File: src/rtl/cgra_mem_pkg.sv
// Shared types and defaults for the PE memory arbiter: FSM states,
// default geometry and the data returned on a timed-out read.
package cgra_mem_pkg;

    typedef enum logic [1:0] {
        IDLE  = 2'd0,
        ISSUE = 2'd1,
        RESP  = 2'd2
    } state_t;

    localparam int DEF_NUM_PE  = 4;
    localparam int DEF_AW      = 32;
    localparam int DEF_DW      = 32;
    localparam int DEF_TIMEOUT = 255;

    localparam logic [63:0] ERR_DATA = 64'h0;

    // Index width for n requesters; a single requester still needs one bit.
    function automatic int idx_w(input int n);
        return (n > 1) ? $clog2(n) : 1;
    endfunction

endpackage

File: src/rtl/rr_arbiter.sv
// Combinational round-robin pick: first requester at or after ptr,
// returned both as a one-hot grant and as an index.
module rr_arbiter
    import cgra_mem_pkg::*;
#(
    parameter int NUM_PE = DEF_NUM_PE
) (
    input  logic [NUM_PE-1:0]            req,
    input  logic [idx_w(NUM_PE)-1:0]     ptr,
    output logic [NUM_PE-1:0]            grant,
    output logic [idx_w(NUM_PE)-1:0]     idx
);

    localparam int IW = idx_w(NUM_PE);

    logic [IW-1:0] cand_s;
    logic          found_s;

    // Scan requesters in rotating order starting at the pointer.
    always_comb begin
        grant   = '0;
        idx     = '0;
        found_s = 1'b0;
        cand_s  = '0;
        for (int i = 0; i < NUM_PE; i++) begin
            cand_s = IW'((int'(ptr) + i) % NUM_PE);
            if (!found_s && req[cand_s]) begin
                found_s       = 1'b1;
                grant[cand_s] = 1'b1;
                idx           = cand_s;
            end else begin
                found_s = found_s;
            end
        end
    end

endmodule

File: src/rtl/pe_mem_arbiter.sv
// Shares one downstream memory read port among NUM_PE controllers with
// round-robin grants, a per-transaction timeout and a sticky error flag.
module pe_mem_arbiter
    import cgra_mem_pkg::*;
#(
    parameter int NUM_PE  = DEF_NUM_PE,
    parameter int AW      = DEF_AW,
    parameter int DW      = DEF_DW,
    parameter int TIMEOUT = DEF_TIMEOUT
) (
    input  logic                         clk,
    input  logic                         rst,
    input  logic [NUM_PE-1:0]            pe_mem_read,
    input  logic [NUM_PE*AW-1:0]         pe_mem_address,
    output logic [NUM_PE-1:0]            pe_mem_ack,
    output logic [DW-1:0]                pe_mem_Message,
    output logic                         mem_read,
    output logic [AW-1:0]                mem_address,
    input  logic                         mem_ack,
    input  logic [DW-1:0]                mem_Message,
    output logic [idx_w(NUM_PE)-1:0]     grant_id,
    output logic                         busy,
    output logic                         timeout_err
);

    localparam int IW = idx_w(NUM_PE);
    localparam int CW = $clog2(TIMEOUT + 1);
    localparam logic [CW-1:0]     CNT_LAST = CW'(TIMEOUT - 1);
    localparam logic [IW-1:0]     IDX_LAST = IW'(NUM_PE - 1);
    localparam logic [NUM_PE-1:0] PE_ONE   = NUM_PE'(1'b1);

    state_t            state_r, state_s;
    logic              mem_read_r, mem_read_s;
    logic [AW-1:0]     addr_r, addr_s;
    logic [NUM_PE-1:0] ack_r, ack_s;
    logic [DW-1:0]     msg_r, msg_s;
    logic [IW-1:0]     grant_r, grant_s;
    logic              busy_r;
    logic              err_r, err_s;
    logic [CW-1:0]     cnt_r, cnt_s;
    logic [NUM_PE-1:0] mask_r, mask_s;
    logic [IW-1:0]     last_r, last_s;

    logic [NUM_PE-1:0] req_m_s;
    logic [IW-1:0]     ptr_s;
    logic [NUM_PE-1:0] arb_grant_s;
    logic [IW-1:0]     arb_idx_s;
    logic [AW-1:0]     addr_sel_s;

    assign req_m_s = pe_mem_read & ~mask_r;
    assign ptr_s   = (last_r == IDX_LAST) ? '0 : last_r + IW'(1);

    rr_arbiter #(.NUM_PE(NUM_PE)) u_rr (
        .req   (req_m_s),
        .ptr   (ptr_s),
        .grant (arb_grant_s),
        .idx   (arb_idx_s)
    );

    // Address of the winning requester, selected by the one-hot grant.
    always_comb begin
        addr_sel_s = '0;
        for (int i = 0; i < NUM_PE; i++) begin
            addr_sel_s = addr_sel_s | ({AW{arb_grant_s[i]}} & pe_mem_address[i*AW +: AW]);
        end
    end

    // Next-state and next-output logic; everything below lands in registers.
    always_comb begin
        state_s    = state_r;
        mem_read_s = mem_read_r;
        addr_s     = addr_r;
        ack_s      = '0;
        msg_s      = msg_r;
        grant_s    = grant_r;
        err_s      = err_r;
        cnt_s      = cnt_r;
        mask_s     = mask_r;
        last_s     = last_r;
        case (state_r)
            IDLE: begin
                mask_s = '0;
                if (|req_m_s) begin
                    state_s    = ISSUE;
                    grant_s    = arb_idx_s;
                    addr_s     = addr_sel_s;
                    mem_read_s = 1'b1;
                    cnt_s      = '0;
                end else begin
                    state_s = IDLE;
                end
            end
            ISSUE: begin
                if (mem_ack) begin
                    msg_s      = mem_Message;
                    ack_s      = PE_ONE << grant_r;
                    mem_read_s = 1'b0;
                    state_s    = RESP;
                end else if (cnt_r == CNT_LAST) begin
                    err_s      = 1'b1;
                    msg_s      = DW'(ERR_DATA);
                    ack_s      = PE_ONE << grant_r;
                    mem_read_s = 1'b0;
                    state_s    = RESP;
                end else begin
                    cnt_s = cnt_r + CW'(1);
                end
            end
            RESP: begin
                // The served PE is still lowering its request next cycle.
                last_s  = grant_r;
                mask_s  = PE_ONE << grant_r;
                state_s = IDLE;
            end
            default: begin
                state_s    = IDLE;
                mem_read_s = 1'b0;
            end
        endcase
    end

    // State and registered outputs; async reset gives PE0 first priority.
    always_ff @(posedge clk or posedge rst) begin
        if (rst) begin
            state_r    <= IDLE;
            mem_read_r <= 1'b0;
            addr_r     <= '0;
            ack_r      <= '0;
            msg_r      <= '0;
            grant_r    <= '0;
            busy_r     <= 1'b0;
            err_r      <= 1'b0;
            cnt_r      <= '0;
            mask_r     <= '0;
            last_r     <= IDX_LAST;
        end else begin
            state_r    <= state_s;
            mem_read_r <= mem_read_s;
            addr_r     <= addr_s;
            ack_r      <= ack_s;
            msg_r      <= msg_s;
            grant_r    <= grant_s;
            busy_r     <= (state_s != IDLE);
            err_r      <= err_s;
            cnt_r      <= cnt_s;
            mask_r     <= mask_s;
            last_r     <= last_s;
        end
    end

    assign mem_read       = mem_read_r;
    assign mem_address    = addr_r;
    assign pe_mem_ack     = ack_r;
    assign pe_mem_Message = msg_r;
    assign grant_id       = grant_r;
    assign busy           = busy_r;
    assign timeout_err    = err_r;

endmodule

File: config.mk
export PLATFORM = sky130hd
export DESIGN_NAME = pe_mem_arbiter
export DESIGN_NICKNAME = d
export VERILOG_FILES = /design/src/rtl/cgra_mem_pkg.sv /design/src/rtl/rr_arbiter.sv /design/src/rtl/pe_mem_arbiter.sv
export SDC_FILE = /design/constraint.sdc
export NUM_CORES = 1
export LEC_CHECK = 0
export ABC_AREA = 1
export BUFFER_PORTS_ARGS = -buffer_cell sky130_fd_sc_hd__buf_2
export CORE_ASPECT_RATIO = 1.25
export CORE_MARGIN = 5
export CORE_UTILIZATION = 42
export DETAILED_ROUTE_END_ITERATION = 12
export PLACE_DENSITY = 0.84
export SLEW_MARGIN = 20
export SYNTH_ARGS = -nofsm -noshare
export SYNTH_HDL_FRONTEND = slang
export SYNTH_SLANG_ARGS = --single-unit
File: constraint.sdc
create_clock -name clk -period 2.4 [get_ports clk]
set_clock_uncertainty 0.05 [all_clocks]
set_input_delay 0.12 -clock clk [delete_from_list [all_inputs] [get_ports clk]]
set_output_delay 0.12 -clock clk [all_outputs]
set_load 0.05 [all_outputs]
==> summary.txt, run 1 <==
Clocking
  • Sink Count: a little under 90
  • Clock transition at path regs: roughly 70 ps
  • Cell chosen for the clock root: clkbuf_16
  • TritonCTS buffer count: 9
  • TritonCTS clock tree: built
  • H-tree levels: 3
  • Buffers from clock root to sink, at most: 2
  • Worst-skew pair later-pin latency: roughly 340 ps

STA
  • Setup TNS: -247.3 ps
  • Number of endpoints with negative hold slack in the final report: 0
  • Tcrit/Tclk final: 1.023
  • Number of pins with negative max-slew slack in the final report: 0
  • Max Fclk: 407.2 MHz
  • RSZ-0062 raised after global routing: true
  • Final setup violation count: 14
  • Normalized max-slew margin: 0.6231
  • Fin crit period: ~2500 ps
  • Final worst slack: -55.56 ps
  • Hold Worst Slack: approximately 31 ps
  • Transition time at the pin with the least slew margin: 564.6 ps

Synth
  • Async set or reset register ratio after synthesis: 1.000
  • Dominant cell by count in the synthesized netlist: nand2_1
  • Largest cells by area after synthesis: dfrtp_1 (45%), nand2_1 (19%), nor2_1 (8.5%)
  • Top cell types by occurrence after synthesis: nand2_1 (253), nor2_1 (111), dfrtp_1 (87)
  • Area fraction of the dominant cell type after synthesis: 0.4454
  • Synth Net Count: approximately 850
  • Mapped Avg Cell Area: about 7.3 µm²
  • Number of distinct standard cells referenced by the synthesized netlist: 33
  • Number of warning messages in the yosys log: 0
  • Share of synthesized area occupied by flip-flops and latches: 0.4561
  • Most used flip-flop cell after synthesis: dfrtp_1
  • EDFF count, synth: 0
  • Number of instances in the synthesized netlist: about 670
  • Cell area after synthesis: between 4000 and 5000 µm²
  • Seq cells post-synth: 89
  • Largest area contributor in the netlist: dfrtp_1

GRT
  • Number of antenna violations at the first check in global routing: 2
  • Total gr overflow: 0
  • Wire length of the first global-routing pass: 24,420 µm
  • Number of global-route vias before repair: 5,128
  • Pin count of the biggest net entering global routing: 90
  • Total global-route track usage: 0.2183

Pwr
  • Maximum VDD drop: 1061 µV
  • Static leakage: 4.029 nW
  • Total chip power: 13.78 mW
  • Power density over the cells: between 1500 and 2000 nW/µm²

Die
  • Number of rows in the core area: 44
  • Initial core utilization: 0.4249
  • Y dimension of the die: roughly 130 µm
  • Placeable Area: about 12,000 µm²
  • Die area: 13,910 µm²
  • Top-level I/O count: between 200 and 250
  • Horizontal extent of the die: 106.5 µm

Cells and area
  • Number of nets at the end of the flow: roughly 1,100
  • Layout-stage area growth over the synthesis result: 55.00%
  • Share of post-route cells with drive strength above 1: 0.4068
  • Non-Filler Instances: about 1,100

Flow run
  • Max-capacitance violation count: 0

Worst setup path
  • Worst-case register-to-register setup slack: -60 ps
  • Crit path kind: reg2reg
  • Data arrival time of the critical path: between 2000 and 3000 ps
  • Critical-path maximum fanout: 8
  • Worst reg2reg path depth: 12
  • Endpoint class of the critical path: flip-flop
  • Required time at the endpoint of the critical path: ~2600 ps
  • Reg2reg start: last_r[0]
  • End of the worst register-to-register path: mem_address[18]
  • Sort of element at the start of the critical path: flip-flop

Placement
  • Port Buffer Count: between 200 and 250
  • Post-placement cell count: between 1,000 and 1,500
  • Post-DP HPWL: approximately 11,000 µm
  • Routability cong.: slightly below 0.9
  • Worst slack at placement: -8.714 ps

Route
  • Final routed DRC violation total: 0
  • Vias after detailed routing: ~5,700
  • DR vias/cell: between 5 and 6
  • Antenna-violating nets left: 0
  • Router iterations before antenna repair: 5
  • Routed WL per cell: ~17 µm
  • Initial DRC Count: approximately 360
  • Post-detailed-routing wire length: between 15,000 and 20,000 µm

Run status
  • Run status: finished with violations
  • Failing checks: setup timing

Min path
  • Hold Path Cell Cnt: 5
  • Worst min-delay path endpoint: mem_address[5]
  • Start point of the worst hold path: pe_mem_address[101]
  • Worst hold-check path type: in2reg
==> layout by cell type (no fill, tap or decap), types with 3 or more instances in the layout <==
master         instances
nand3_1               59
o22ai_1                5
nor2_4                 4
dlygate4sd3_1         33
clkbuf_16             16
inv_1                 19
buf_6                  8
buf_4                 17
nand2_1              226
nand3_2               20
buf_2                239
nand2_2               37
ha_4                   3
o21ai_0                7
nand4_1                5
nor2_1               106
buf_12                 6
nor2_2                 5
dfrtp_1               87
a21oi_1                6
nand2_4               10
nor3_1                 4
inv_2                  7
ha_1                   7
nand3_4                6
==> power breakdown <==
part,internal (mW),switching [mW]
logic,3.27,6.42
registers,2.20,0.395
clock network,0.832,0.668
total,6.30,7.48
==> worst max path at each step <==
stage / start / end / slack, ps / cells past startpoint
finish: last_r[0] / mem_address[18] / -60 / 12
global route: last_r[0] / mem_address[20] / -190 / 16
global placement: last_r[1] / mem_address[31] / 30 / 12
detailed placement: last_r[1] / mem_address[31] / -9 / 12
CTS: last_r[1] / mem_address[31] / 10 / 14
floorplan: last_r[0] / mem_address[19] / 180 / 15
==> state kept, by name, indices dropped and copies added, names as in the netlist <==
register        cells
mask_r              4
state_r             2
mem_read            1
last_r              2
busy                1
timeout_err         1
mem_address        32
pe_mem_ack          4
cnt_r               8
pe_mem_Message     32
grant_id            2
==> metal layers <==
layer / vias to the layer above / share of wire / track usage
li1: 2700 / - / -
met1: 2611 / 0.35 / 0.2577
met2: 357 / 0.50 / 0.3834
met3: 64 / 0.10 / 0.05602
met4: 2 / 0.046 / 0.08578
met5: - / 0.00066 / 0
==> critical path, cell delays in order, from the launching register on <==
cell       delay [ps]
dfstp_2           630
buf_4             140
ha_1              260
nor2_1            110
nand3b_1          240
nand2_4           150
nand3_2           130
nand3_4           180
clkbuf_16         200
nand2_1            70
nand3_1            80
nor2_1             40
nor2_1             90
==> metrics by stage <==
step           utilization  cell area [µm²]
2_1_floorplan            -             4892
3_3_place_gp        0.5420             6236
3_5_place_dp        0.5420             6236
4_1_cts             0.5980             6880
5_1_grt             0.6585             7577
6_report            0.6585             7577
==> logic make-up (layout without fill, tap and decap cells) <==
| family | Yosys count | count (layout) | synth area share |
|---|---|---|---|
| AND/OR/NAND/NOR | 485 | 485 | 0.4262 |
| flip-flops | 89 | 89 | 0.4561 |
| buffers and inverters | 58 | 355 | 0.05656 |
| AO/OA/AOI/OAI | 26 | 26 | 0.03378 |
| adder cells (fa/ha/maj) | 10 | 10 | 0.02560 |
| XOR/XNOR | 1 | 1 | 0.001792 |
| other | 0 | 1 | 0 |
==> final cells by class <==
cell class,instances,area [µm²]
fillers,941,3929
multi-input cells,522,2704
flip-flops and latches,89,2230
repair buffers,310,2039
clock buffers,9,225.2
well taps,138,172.7
inverters,29,117.6
clock inverters,7,86.33
diodes,1,2.502
==> timing repair <==
| item | CTS | global route |
|---|---|---|
| buffers inserted | 0 | 19 |
| hold buffers | 33 | 0 |
| setup endpoints to repair | 3 | 32 |
| gates resized for setup | 1 | 85 |
| pin swaps | 0 | 26 |
| cloned | 0 | 10 |
| endpoints found under the hold margin | 119 | 0 |
(Power assumes the default switching activity.)
==> run 2, diff against run 1 <==
--- a/config.mk
+++ b/config.mk
@@ -11,7 +11,9 @@
 export CORE_MARGIN = 5
 export CORE_UTILIZATION = 42
 export DETAILED_ROUTE_END_ITERATION = 12
+export GPL_TIMING_DRIVEN = 0
 export PLACE_DENSITY = 0.84
+export SKIP_LAST_GASP = 1
 export SLEW_MARGIN = 20
 export SYNTH_ARGS = -nofsm -noshare
 export SYNTH_HDL_FRONTEND = slang
==> run 2 against run 1 <==
Compared with the run above: the flow now finishes without violations; sequential cell count unchanged; sequential share of layout area up 1.7 points; design area decreased by 5.6%; cell count up 0.18%; worst setup slack improved by 83 ps; wire length is 9.2% lower; largest cell class unchanged; highest routed layer unchanged.
==> summary.txt, run 2 (synthesized netlist as in run 1, its figures left out) <==
Worst setup path
  • Endpoint class of the critical path: flip-flop
  • Sort of element at the start of the critical path: flip-flop
  • CP delay by family, top: simple AND/OR/NAND/NOR gates
  • Launch point of the worst path: last_r[0]
  • Crit path kind: reg2reg
  • Reg2reg start: last_r[0]
  • Critical path, cell by cell: inv_4 > ha_4 > nor2_4 > inv_2 > nand3_2 > nand2_4 > nor2_4 > nand3_2 > nand4_4 > buf_8 > nand2_2 > nand2_1 > nor2_1 > nor2_1
  • Required time at the endpoint of the critical path: 2620 ps (about the same)
  • CP max-delay cell: dfstp_2
  • Data arrival time of the critical path: 2600 ps (-80 ps)
  • CP bufs+invs: 3 (+1)
  • Highest cell delay on the worst timing path: 630 ps (about the same)
  • Critical-path maximum fanout: 10 (+2)

STA
  • Transition time at the pin with the least slew margin: 710.6 ps (+146.0 ps)
  • Final setup violation count: 0 (-14)
  • Hold Worst Slack: 37.59 ps (+6.564 ps)
  • Fin crit period: 2372 ps (-83.47 ps)
  • Setup TNS: 0 ps (+247.3 ps)
  • Normalized max-slew margin: 0.5253 (-0.09779)
  • Number of pins with negative max-slew slack in the final report: 0 (unchanged)
  • RSZ-0062 raised after global routing: true
  • Tcrit/Tclk final: 0.9884 (-0.03478)
  • Number of endpoints with negative hold slack in the final report: 0 (unchanged)
  • Final worst slack: 27.90 ps (+83.47 ps)
  • Max Fclk: 421.6 MHz (+3.5%)

GRT
  • Total global-route track usage: 0.2297 (+0.01131)
  • Total gr overflow: 0 (unchanged)
  • Pin count of the biggest net entering global routing: 33 (-63%)
  • Wire length of the first global-routing pass: 25,460 µm (+4.3%)
  • Number of global-route vias before repair: 5,350 (+4.3%)
  • Number of antenna violations at the first check in global routing: 1 (-1)

Clocking
  • Cell chosen for the clock root: clkbuf_16
  • Clock transition at path regs: 70 ps (about the same)
  • Sink Count: 89 (unchanged)
  • TritonCTS buffer count: 9 (unchanged)
  • TritonCTS clock tree: built
  • Buffers from clock root to sink, at most: 2 (unchanged)
  • H-tree levels: 3 (unchanged)
  • Worst-skew pair later-pin latency: 340 ps (about the same)

Placement
  • Post-placement cell count: 1,047 (+2.0%)
  • Routability cong.: 0.8673 (-1.2%)
  • Instance area after placement: 6296 µm² (+0.96%)
  • Post-DP HPWL: 11,930 µm (+7.6%)
  • Port Buffer Count: 238 (-0.42%)
  • Worst slack at placement: -176.9 ps (-168.2 ps)

Cells and area
  • Number of nets at the end of the flow: 1,141 (+0.26%)
  • Non-Filler Instances: 1,107 (+0.18%)
  • Share of post-route cells with drive strength above 1: 0.3498 (-0.05699)
  • Leading cell types in the layout, fill and taps excluded: nand2_1 (250), buf_2 (240), nor2_1 (109)
  • Ant. Diodes: 0 (-1)
  • Post-route design area: 7154 µm² (-5.6%)
  • Most frequent standard cell in the layout excluding fill and tap cells: nand2_1
  • Layout-stage area growth over the synthesis result: 46.35%

Pwr
  • Maximum VDD drop: 736.5 µV (-31%)
  • Power density over the cells: 1715 nW/µm² (-5.7%)
  • Static leakage: 3.797 nW (-5.8%)

Min path
  • Worst hold-check path type: in2reg
  • Start point of the worst hold path: pe_mem_address[109]

Die
  • Placeable Area: 11,510 µm² (unchanged)
  • Die area: 13,910 µm² (unchanged)
  • Y dimension of the die: 130.6 µm (unchanged)
  • Top-level I/O count: 240 (unchanged)
  • Initial core utilization: 0.4249 (unchanged)
  • Number of rows in the core area: 44 (unchanged)
  • Horizontal extent of the die: 106.5 µm (unchanged)

Route
  • Routed WL per cell: 15.01 µm (-9.3%)
  • Routed wire length on met3: 1583 µm (-16%)
  • Post-detailed-routing wire length: 16,620 µm (-9.2%)
  • Router iterations before antenna repair: 5 (unchanged)
  • Vias after detailed routing: 5,451 (-4.9%)
  • Final routed DRC violation total: 0 (unchanged)
  • Met1 Routed Length: 6219 µm (-3.0%)
  • Met2 wire length: 8304 µm (-9.3%)
  • Initial DRC Count: 336 (-6.1%)
  • Antenna-violating nets left: 0 (unchanged)
  • Top layer used by detailed routing: met5
  • DR vias/cell: 4.924 (-5.1%)

Flow run
  • Max-capacitance violation count: 0 (unchanged)

Run status
  • Run status: finished, final reports clean
[run 2: changes by cell type in the layout (fill, tap and decap cells not counted), sizes merged]
cell | before | now
buf | 270 | 264
bufinv | 1 | 0
clkbuf | 16 | 25
diode | 1 | 0
inv | 32 | 33
[run 2: metal layers]
| metal | GRT usage | vias to the layer above |
|---|---|---|
| li1 | - | 2705 |
| met1 | 0.2629 | 2430 |
| met2 | 0.4140 | 269 |
| met3 | 0.06585 | 45 |
| met4 | 0.07750 | 2 |
| met5 | 0 | - |
[run 2: stage by stage]
stage,power (mW),utilization
global route,13.19,0.6218
detailed placement,10.21,0.5472
floorplan,8.369,-
finish,12.27,0.6218
CTS,11.78,0.6059
global placement,10.09,0.5437
[run 2: timing repair]
action	in CTS	in global routing
gates resized for setup	7	32
hold buffers	33	0
gates cloned	0	1
hold endpoints to repair	62	0
setup endpoints to repair	30	31
buffers inserted	3	7
pin swaps	1	9
[run 2: final timing paths]
| path | depth (start not counted) | end | slack [ps] |
|---|---|---|---|
| min | 5 | mem_address[13] | 40 |
| min in group asynchronous | 3 | pe_mem_Message[23] | 400 |
| max | 14 | mem_address[21] | 30 |
| max in group asynchronous | 4 | last_r[0] | 1270 |
| max reg2reg | 14 | mem_address[21] | 30 |
| min reg2reg | 2 | pe_mem_Message[0] | 420 |
[run 2: worst min-delay path: cells and delay by family]
kind | cells | cell delay (ps)
simple gates | 4 | 200
buf+inv | 1 | 70
[run 2: final cells by class]
class                   count  area (µm²)
clock inverters             7       65.06
multi-input cells         522        2492
inverters                  29       115.1
clock buffers               9       225.2
well taps                 138       172.7
repair buffers            284        1645
flip-flops and latches     89        2230
plain buffers              29       209.0
fillers                  1001        4352
[run 2: power breakdown]
part	leakage (nW)	internal (mW)	switching (mW)
Combinational	2.57	2.55	5.75
Clock	0.141	0.732	0.660
Sequential	1.09	2.20	0.383
==> run 3, diff against run 2 <==
--- a/config.mk
+++ b/config.mk
@@ -5,16 +5,15 @@
 export SDC_FILE = /design/constraint.sdc
 export NUM_CORES = 1
 export LEC_CHECK = 0
-export ABC_AREA = 1
 export BUFFER_PORTS_ARGS = -buffer_cell sky130_fd_sc_hd__buf_2
 export CORE_ASPECT_RATIO = 1.25
 export CORE_MARGIN = 5
-export CORE_UTILIZATION = 42
+export CORE_UTILIZATION = 41
 export DETAILED_ROUTE_END_ITERATION = 12
 export GPL_TIMING_DRIVEN = 0
 export PLACE_DENSITY = 0.84
-export SKIP_LAST_GASP = 1
 export SLEW_MARGIN = 20
 export SYNTH_ARGS = -nofsm -noshare
 export SYNTH_HDL_FRONTEND = slang
+export SYNTH_HIERARCHICAL = 1
 export SYNTH_SLANG_ARGS = --single-unit
==> run 3 against run 2 <==
Compared with the run above: the run now ends with setup timing left; worst hold slack lost 36 ps; first-iteration DRC count shrank 23%; wire length rose by 14%; synthesized cell count shrank 38%; sequential cell count unchanged; worst setup slack worse by 660 ps; fmax fell by 22%; critical path type unchanged.
==> summary.txt, run 3 <==
Synth
  • Cell area after synthesis: 4438 µm² (-9.2%)
  • Seq cells post-synth: 89 (unchanged)
  • Largest area contributor in the netlist: dfrtp_1
  • Async set or reset register ratio after synthesis: 1.000 (unchanged)
  • Number of warning messages in the yosys log: 6 (+6)
  • EDFF count, synth: 0 (unchanged)
  • Number of instances in the synthesized netlist: 415 (-38%)
  • Top cell types by occurrence after synthesis: dfrtp_1 (87), a22o_1 (65), o21ai_0 (47)
  • Largest cells by area after synthesis: dfrtp_1 (49%), a22o_1 (13%), a221oi_1 (6.3%)
  • Area fraction of the dominant cell type after synthesis: 0.4906 (+0.04520)
  • Dominant cell by count in the synthesized netlist: dfrtp_1
  • Synth Net Count: 590 (-30%)
  • Number of distinct standard cells referenced by the synthesized netlist: 45 (+36%)
  • Share of synthesized area occupied by flip-flops and latches: 0.5024 (+0.04629)
  • Mapped Avg Cell Area: 10.69 µm² (+46%)
  • Most used flip-flop cell after synthesis: dfrtp_1

Worst setup path
  • Worst reg2reg path depth: 15 (+1)
  • Sort of element at the start of the critical path: flip-flop
  • Required time at the endpoint of the critical path: 2560 ps (-60 ps)
  • Crit path kind: reg2reg
  • Reg2reg start: last_r[0]
  • Endpoint class of the critical path: flip-flop
  • Data arrival time of the critical path: 3200 ps (+600 ps)
  • End of the worst register-to-register path: mem_address[13]
  • Worst-case register-to-register setup slack: -640 ps (-660 ps)
  • Critical-path maximum fanout: 5 (-5)

Min path
  • Hold Path Cell Cnt: 3 (-2)
  • Worst min-delay path endpoint: mem_address[12]
  • Start point of the worst hold path: pe_mem_address[108]
  • Worst hold-check path type: in2reg

Clocking
  • Worst-skew pair later-pin latency: 340 ps (about the same)
  • TritonCTS buffer count: 9 (unchanged)
  • Sink Count: 89 (unchanged)
  • H-tree levels: 3 (unchanged)
  • Cell chosen for the clock root: clkbuf_16
  • TritonCTS clock tree: built
  • Clock transition at path regs: 70 ps (about the same)
  • Buffers from clock root to sink, at most: 2 (unchanged)

Route
  • Initial DRC Count: 258 (-23%)
  • Antenna-violating nets left: 0 (unchanged)
  • Top layer used by detailed routing: met5
  • Post-detailed-routing wire length: 18,870 µm (+14%)
  • Router iterations before antenna repair: 5 (unchanged)
  • Met2 wire length: 9297 µm (+12%)
  • Met1 Routed Length: 6618 µm (+6.4%)
  • DR vias/cell: 5.800 (+18%)
  • Routed WL per cell: 21.64 µm (+44%)
  • Final routed DRC violation total: 0 (unchanged)
  • Routed wire length on met3: 2151 µm (+36%)
  • Vias after detailed routing: 5,058 (-7.2%)

GRT
  • Pin count of the biggest net entering global routing: 38 (+15%)
  • Number of antenna violations at the first check in global routing: 4 (+3)
  • Number of global-route vias before repair: 5,306 (-0.82%)
  • Total gr overflow: 0 (unchanged)
  • Wire length of the first global-routing pass: 28,300 µm (+11%)
  • Total global-route track usage: 0.2841 (+0.05448)

Placement
  • Post-DP HPWL: 12,510 µm (+4.9%)
  • Port Buffer Count: 239 (+0.42%)
  • Routability cong.: 0.9214 (+6.2%)
  • Worst slack at placement: -1031 ps (-853.6 ps)

STA
  • Final setup violation count: 33 (+33)
  • Setup TNS: -18,350 ps (-18,350 ps)
  • Transition time at the pin with the least slew margin: 734.9 ps (+24.35 ps)
  • Normalized max-slew margin: 0.5090 (-0.01624)
  • RSZ-0062 raised after global routing: true
  • Final worst slack: -636.9 ps (-664.8 ps)
  • Tcrit/Tclk final: 1.265 (+0.2770)
  • Number of pins with negative max-slew slack in the final report: 0 (unchanged)
  • Max Fclk: 329.3 MHz (-22%)
  • Fin crit period: 3037 ps (+664.8 ps)
  • Number of endpoints with negative hold slack in the final report: 0 (unchanged)

Die
  • Horizontal extent of the die: 103.1 µm (-3.2%)
  • Die area: 13,020 µm² (-6.4%)
  • Number of rows in the core area: 42 (-4.5%)
  • Y dimension of the die: 126.3 µm (-3.3%)
  • Placeable Area: 10,620 µm² (-7.7%)
  • Top-level I/O count: 240 (unchanged)
  • Initial core utilization: 0.4181 (-0.006778)

Cells and area
  • Share of post-route cells with drive strength above 1: 0.5237 (+0.1738)
  • Most frequent standard cell in the layout excluding fill and tap cells: buf_2
  • Number of nets at the end of the flow: 909 (-20%)
  • Layout-stage area growth over the synthesis result: 65.97%
  • Fill cells: 780 (-22%)
  • Leading cell types in the layout, fill and taps excluded: buf_2 (243), dfrtp_1 (87), a22o_1 (61)

Run status
  • Failing checks: setup timing
  • Run status: finished with violations

Flow run
  • Max-capacitance violation count: 0 (unchanged)
==> run 3: routing by layer <==
layer	up-vias	track usage
li1	2239	-
met1	2415	0.3188
met2	339	0.4821
met3	59	0.08512
met4	6	0.1402
met5	-	0
==> run 3: repair_timing <==
item,in CTS,in global routing
endpoints found under the hold margin,56,0
endpoints found under the setup margin,34,34
cloned,6,0
buffers inserted,22,3
resized for setup,71,29
pin swaps,43,27
hold buffers,37,0
==> run 3: per-stage QoR <==
stage	util	instance area (µm²)	hold slack, ps	std cells
floorplan	-	4533	209.7	415
global placement	0.5553	5894	304.6	786
detailed placement	0.5591	5934	145.1	788
CTS	0.6810	7229	1.143	869
global route	0.6937	7363	4.537	871
finish	0.6939	7366	1.629	872
==> run 3: cells by family after synthesis <==
kind of cell,share of synthesized area
compound gates,0.2932
mux,0.03270
flops,0.5024
fa+ha+maj,0.02256
buf+inv,0.04511
xor+xnor,0.001974
simple gates,0.1021
==> run 3: layout make-up <==
class	instances	area, µm²	share of cell area
Clock inverter	7	93.84	0.01274
Sequential cell	89	2230	0.3027
Multi-Input combinational cell	282	2377	0.3227
Antenna cell	1	2.502	0.0003397
Inverter	11	50.05	0.006795
Tap cell	132	165.2	0.02242
Buffer	32	302.8	0.04111
Timing Repair Buffer	309	1919	0.2606
Clock buffer	9	225.2	0.03058
==> run 3: how the worst max path moves through the flow <==
| stage | startpoint | to | slack [ps] | depth (start not counted) |
|---|---|---|---|---|
| floorplan | last_r[0] | mem_address[18] | -480 | 13 |
| global placement | last_r[0] | mem_address[25] | -930 | 13 |
| detailed placement | last_r[0] | mem_address[25] | -1030 | 13 |
| CTS | last_r[0] | mem_address[27] | -530 | 13 |
| global route | last_r[0] | mem_address[25] | -730 | 14 |
| finish | last_r[0] | mem_address[13] | -640 | 15 |
==> run 3: worst max-delay path, stage by stage, from the launching register on <==
cell      delay, ps
dfstp_2         380
ha_4            160
nor2_4          160
buf_6           130
inv_4            30
ha_4            280
mux4_2          320
nor4b_4         150
buf_4           170
a22oi_2         130
o21ai_2         100
buf_6           140
clkbuf_8        160
a22o_4          270
a221oi_4        210
o21ai_1          80
Power of run 3 is not shown: default switching activity piles up to over one toggle a cycle in this logic, so the estimate is an artifact.
